--- src/rtl/infer_ctrl_pkg.sv ---
// infer_ctrl shared types and constants.
// State encoding, default frame length and ASCII reply codes.
package infer_ctrl_pkg;

  typedef enum logic [1:0] {
    IDLE,
    LOAD,
    RUN,
    REPLY
  } infer_state_t;

  localparam int FRAME_LEN_DEF = 784;

  localparam logic [7:0] ASCII_ZERO  = 8'h30;
  localparam logic [7:0] ASCII_QMARK = 8'h3F;

  function automatic logic [7:0] digit_ascii(
    input logic [3:0] d
  );
    return (d <= 4'd9) ? (ASCII_ZERO + {4'd0, d})
                       : ASCII_QMARK;
  endfunction

endpackage

--- src/rtl/infer_ctrl_rise.sv ---
// rise_detect: registered rising-edge detector.
// Edge is high while the input is high and its last sample was low.
module rise_detect (
  input  logic clk,
  input  logic nRST,
  input  logic i_sig,
  output logic o_rise
);

  logic r_prev;

  always_ff @(posedge clk or negedge nRST) begin
    if (!nRST) r_prev <= 1'b0;
    else       r_prev <= i_sig;
  end

  assign o_rise = i_sig & ~r_prev;

endmodule

--- src/rtl/infer_ctrl.sv ---
// infer_ctrl: UART frame loader / net_proc sequencer / result reply.
// Optional inter-byte timeout in LOAD: define INFER_CTRL_TIMEOUT_EN.
module infer_ctrl
  import infer_ctrl_pkg::*;
#(
  parameter int FRAME_LEN   = FRAME_LEN_DEF,
  parameter int TIMEOUT_CYC = 10_000_000
) (
  input  logic       clk,
  input  logic       nRST,
  input  logic       rx_ready,
  input  logic [7:0] rx_data,
  input  logic       rx_error,
  output logic       mem_rst,
  output logic       mem_we,
  output logic [7:0] mem_wdata,
  output logic       net_start,
  input  logic       net_done,
  input  logic [3:0] net_result,
  output logic       tx_rq,
  output logic [7:0] tx_data,
  input  logic       tx_busy,
  output logic       busy,
  output logic       frame_err,
  output logic       overrun,
  output logic [3:0] result_q
);

  localparam int CW = $clog2(FRAME_LEN + 1);
  localparam logic [CW-1:0] LAST_M1 = CW'(FRAME_LEN - 1);
  localparam logic [CW-1:0] FULL    = CW'(FRAME_LEN);

  infer_state_t  r_state, w_next;
  logic [CW-1:0] r_cnt;
  logic          r_we1, r_last1, r_last2;
  logic          w_byte, w_done;
  logic          w_idle, w_load, w_run, w_reply;
  logic          w_abort, w_accept, w_go, w_tmo;

  rise_detect u_rx_rise (
    .clk    (clk),
    .nRST   (nRST),
    .i_sig  (rx_ready),
    .o_rise (w_byte)
  );

  rise_detect u_done_rise (
    .clk    (clk),
    .nRST   (nRST),
    .i_sig  (net_done),
    .o_rise (w_done)
  );

  assign w_idle  = (r_state == IDLE);
  assign w_load  = (r_state == LOAD);
  assign w_run   = (r_state == RUN);
  assign w_reply = (r_state == REPLY);

  // an error in LOAD wins over a byte arriving in the same cycle
  assign w_abort  = w_load & rx_error;
  assign w_accept = w_byte & (w_idle | (w_load & ~rx_error));
  assign w_go     = w_load & mem_we & r_last2 & ~rx_error & ~w_tmo;

`ifdef INFER_CTRL_TIMEOUT_EN
  localparam int TW = $clog2(TIMEOUT_CYC + 1);
  logic [TW-1:0] r_idle;

  always_ff @(posedge clk or negedge nRST) begin
    if (!nRST)                r_idle <= '0;
    else if (!w_load || w_byte) r_idle <= '0;
    else                      r_idle <= r_idle + 1'b1;
  end

  assign w_tmo = w_load & ~w_byte &
                 (r_idle == TW'(TIMEOUT_CYC - 1));
`else
  assign w_tmo = 1'b0;
`endif

  always_ff @(posedge clk or negedge nRST) begin
    if (!nRST) r_state <= IDLE;
    else       r_state <= w_next;
  end

  always_comb begin
    w_next = r_state;
    unique case (r_state)
      IDLE:    if (w_byte) w_next = LOAD;
      LOAD: begin
        if (w_abort || w_tmo) w_next = IDLE;
        else if (w_go)        w_next = RUN;
      end
      RUN:     if (w_done)   w_next = REPLY;
      REPLY:   if (!tx_busy) w_next = IDLE;
      default: w_next = IDLE;
    endcase
  end

  always_ff @(posedge clk or negedge nRST) begin
    if (!nRST) begin
      r_cnt     <= '0;
      r_we1     <= 1'b0;
      r_last1   <= 1'b0;
      r_last2   <= 1'b0;
      mem_rst   <= 1'b0;
      mem_we    <= 1'b0;
      mem_wdata <= '0;
      net_start <= 1'b0;
      tx_rq     <= 1'b0;
      tx_data   <= '0;
      frame_err <= 1'b0;
      overrun   <= 1'b0;
      result_q  <= '0;
    end else begin
      mem_rst   <= w_idle & w_byte;
      r_we1     <= w_accept;
      r_last1   <= w_accept & w_load & (r_cnt == LAST_M1);
      mem_we    <= r_we1;
      r_last2   <= r_last1;
      net_start <= w_go;
      tx_rq     <= w_reply & ~tx_busy;
      if (w_accept) mem_wdata <= rx_data;
      if (w_idle && w_byte)
        r_cnt <= CW'(1);
      else if (w_abort || w_tmo)
        r_cnt <= '0;
      else if (w_accept && w_load && r_cnt != FULL)
        r_cnt <= r_cnt + 1'b1;
      if (w_idle && w_byte)      frame_err <= 1'b0;
      else if (w_abort || w_tmo) frame_err <= 1'b1;
      if (w_byte && (w_run || w_reply)) overrun <= 1'b1;
      if (w_run && w_done) result_q <= net_result;
      if (w_reply && !tx_busy) tx_data <= digit_ascii(result_q);
    end
  end

  assign busy = ~w_idle;

endmodule

--- config.mk ---
export PLATFORM = sky130hd
export DESIGN_NAME = infer_ctrl
export DESIGN_NICKNAME = d
export VERILOG_FILES = /design/src/rtl/infer_ctrl_pkg.sv /design/src/rtl/infer_ctrl_rise.sv /design/src/rtl/infer_ctrl.sv
export SDC_FILE = /design/constraint.sdc
export NUM_CORES = 1
export LEC_CHECK = 0
export ABC_AREA = 0
export BUFFER_PORTS_ARGS = -buffer_cell sky130_fd_sc_hd__buf_4
export CAP_MARGIN = 10
export CORE_UTILIZATION = 40
export CTS_CLUSTER_DIAMETER = 150
export DETAILED_ROUTE_END_ITERATION = 16
export MAX_ROUTING_LAYER = met4
export PLACE_DENSITY_LB_ADDON = 0.15
export SLEW_MARGIN = 20
export SYNTH_ARGS = -nofsm -noshare
export SYNTH_HDL_FRONTEND = slang
export SYNTH_SLANG_ARGS = --single-unit
--- constraint.sdc ---
create_clock -name clk -period 2.2 [get_ports clk]
set_clock_uncertainty 0.15 [all_clocks]
set_input_delay 0.22 -clock clk [delete_from_list [all_inputs] [get_ports clk]]
set_output_delay 0.22 -clock clk [all_outputs]
set_load 0.01 [all_outputs]
==> summary.txt <==
Floorplanning
  – Starting density of the core: 0.4280
  – Core area: 4086 um^2
  – Die height: 68.13 um
  – Die area: 4642 um^2
  – Die width: 68.13 um
  – I/O pin count: 45
  – # rows: 23

CTS
  – CTS Hold Bufs: 3
  – CTS tree: built
  – Clk Latency, worst-skew pair: 0.29 ns
  – Sink Count: 40
  – Clk pin slew, worst setup/hold paths: 0.07 ns
  – Inserted Clock Buffers: 5
  – CTS Buffer Depth: 2
  – CTS root buf: clkbuf_8
  – H-tree Lvls: 2
  – Postcts setup bufs: 0
  – Resized Gates After CTS: 0

Timing
  – Setup Viol. Count Final: 0
  – RSZ-0062 raised after global routing: false
  – Worst-margin pin slew: 0.5503 ns
  – TNS Setup: 0 ns
  – Final period util: 0.9240
  – Fmax: 0.4919 GHz
  – Worst relative slew slack: 0.6303
  – Min Tclk post-route: around 2.0 ns
  – Max Slew Vio Count: 0
  – Final Hold Fails: 0

Logic synthesis
  – Post-synth cell types: 38
  – Asr flop ratio synth: 1.000
  – Syn Inst Count: 157
  – Syn avg cell area: approximately 11 um^2
  – Synth Warn #: 0
  – Mapped cell area: 1749 um^2
  – Ys flop type: dfrtp_1
  – Synth Register Bits: 40
  – Seq/Total Area, Yosys: 0.5722
  – Post-synth EDFFs: 0

Placed design
  – Placed insts: 245
  – Routability Congestion: slightly below 0.9
  – Post-detail-place hpwl: approximately 2.6 mm
  – PortBufs: 42

Final layout
  – Antenna fix cells: 0
  – Area of the multi-input gates: 676.9 um^2
  – Register area: roughly 1000 um^2
  – P&R area growth vs syn: 28.47%
  – Fill count: around 370
  – Total Nets Final: about 230
  – Share of layout cells above drive strength 1: 0.3462
  – Post-route insts no fill: 258

Routing
  – Final ANT Viol Nets: 0
  – Routed wl met2: 1.747 mm
  – Met3 wire length: 198 um
  – # DRC: 0
  – DR vias/cell: ~5.1
  – DR top layer: met4
  – Pre-antenna DRT Iters: 4
  – Iter 0 DRT Violations: 92
  – Routed metal-1 wirelength: 1.598 mm
  – Vias: 1,312
  – Wire length per cell: roughly 14 um
  – Aggregate routed wire length: 3.576 mm

Critical path
  – Setup CP Type: input port to flop
  – R2r setup slk: approximately 0.19 ns
  – FF-to-FF End: r_cnt[0]$_DFFE_PN0P_
  – Worst path cell trace: dlygate4sd3_1 > buf_4 > nand2b_1 > nor2_1 > nor2_2 > mux2_2
  – Crit Path Max Fanout: 9
  – Worst R2R Path Depth: 6
  – CP max-delay cell: dlygate4sd3_1
  – Crit end category: flop
  – Worst EP required: roughly 2.2 ns
  – Reg2reg start: r_cnt[0]$_DFFE_PN0P_
  – Critical path launch point type: input port
  – Max incr delay on CP: 0.54 ns
  – Crit path arrival time: 2.05 ns

Power and ir drop
  – Sequential share of power: 0.500
  – Clk network pwr share: 0.281
  – PD cells: 778.9 nW/um^2
  – P_sw: 476.2 uW
  – Switch share: 0.2721
  – Internal power: 1274 uW
  – Maximum VDD drop: 496.7 uV
  – Leak Pwr: about 0.0011 uW
  – Combinational share of power: 0.219

GRT
  – First-pass GRT wire length: 5.899 mm
  – Tot GR Track Use: 0.1792
  – Largest net degree at the start of global routing: 41
  – Vias in the first global route: 1,318
  – Initial antenna violation count: 0
  – Congestion Overflow GR: 0

Hold path
  – Worst Min Path Start: rx_data[3]
  – Hold EP: mem_wdata[3]$_DFFE_PN0P_
  – Worst min-delay path class: input port to flop
  – Min-Delay Path Depth: 2

Flow run
  – Max_cap viols: 0

Status
  – Status: complete, no violations
cell type report:
cell class / instances / area share
tap: 50 / 0.02784
sequential: 40 / 0.4454
clock buffer: 6 / 0.03675
clock inverter: 2 / 0.004454
inverter: 7 / 0.01169
multi-input combinational: 103 / 0.3012
timing repair buffer: 50 / 0.1726
worst max path at each step:
| stage | from | endpoint | slack [ns] | depth (start not counted) |
|---|---|---|---|---|
| after floorplan | r_cnt[0]$_DFFE_PN0P_ | r_cnt[9]$_DFFE_PN0P_ | 0.36 | 6 |
| after global placement | r_cnt[0]$_DFFE_PN0P_ | r_cnt[9]$_DFFE_PN0P_ | 0.30 | 6 |
| after detailed placement | r_cnt[0]$_DFFE_PN0P_ | r_cnt[9]$_DFFE_PN0P_ | 0.23 | 6 |
| after CTS | rx_ready | mem_wdata[1]$_DFFE_PN0P_ | 0.13 | 6 |
| after global routing | r_cnt[0]$_DFFE_PN0P_ | r_cnt[9]$_DFFE_PN0P_ | 0.07 | 6 |
| final | rx_ready | mem_wdata[1]$_DFFE_PN0P_ | 0.17 | 6 |
registers in the layout, summed over array words and instances (netlist names), 4 cells and up, named ones only:
name / flops
tx_data: 5
r_cnt: 10
result_q: 4
mem_wdata: 8
cell usage after synthesis, types with 2 or more instances:
cell type	n	area, um^2
inv_1	7	26.28
a21oi_1	8	40.04
nand3_1	5	25.02
a21o_1	3	22.52
xnor2_1	4	35.03
nand2b_1	2	12.51
mux2_2	13	146.4
o21ai_0	7	35.03
buf_2	3	15.01
nor4_1	4	25.02
buf_4	4	30.03
nand4_1	2	12.51
ha_1	2	25.02
nor2_1	14	52.55
nor3_1	4	20.02
dfrtp_1	40	1001
nor3b_1	3	22.52
or4_1	3	22.52
nand2_1	10	37.54
cell families after synthesis:
family / count (synthesis) / share of synthesized area
other cells: 1 / 0.002144
fa+ha+maj: 2 / 0.01430
simple gates: 57 / 0.1774
compound gates: 25 / 0.08728
xor+xnor: 4 / 0.02003
mux: 13 / 0.08369
flops: 40 / 0.5722
buf+inv: 15 / 0.04292
power by group through the flow:
stage	clock network (uW)	logic, uW	registers, uW
2_1_floorplan	0	161	911
3_3_place_gp	0	374	882
3_5_place_dp	0	383	886
4_1_cts	502	387	875
5_1_grt	547	415	889
6_report	492	383	875
critical path, delay by kind of cell:
kind / cells / cell delay (ns)
multiplexers: 1 / 0.39
buffers and inverters: 2 / 0.69
AND/OR/NAND/NOR: 3 / 0.75
cell usage in the layout (no fill, tap or decap), types with 4 or more instances in the layout:
| cell | netlist | layout |
|---|---|---|
| nor3_1 | 4 | 4 |
| nor4_1 | 4 | 4 |
| o21ai_0 | 7 | 7 |
| nand3_1 | 5 | 5 |
| dlygate4sd3_1 | 0 | 5 |
| nor2_1 | 14 | 14 |
| mux2_2 | 13 | 13 |
| buf_4 | 4 | 45 |
| dfrtp_1 | 40 | 40 |
| clkbuf_8 | 0 | 6 |
| xnor2_1 | 4 | 4 |
| inv_1 | 7 | 7 |
| a21oi_1 | 8 | 8 |
| nand2_1 | 10 | 10 |
stage by stage:
stage               total power [uW]    util  hold WS, ns  setup WS (ns)  instance area, um^2
CTS                             1764  0.5450     0.008700         0.1347                 2227
global placement                1256  0.5150      0.06467         0.3029                 2105
global route                    1851  0.5499     0.001271        0.07035                 2247
detailed placement              1269  0.5150      0.07229         0.2321                 2105
finish                          1750  0.5499      0.01136         0.1671                 2247
floorplan                       1073       -      -0.2256         0.3552                 1753
routing by layer:
layer / track usage / vias to the layer above
met1: 0.2118 / 620
met2: 0.2794 / 43
li1: - / 645
met5: - / -
met4: 0.08854 / 0
met3: 0.05000 / 4
(Power assumes the default switching activity.)
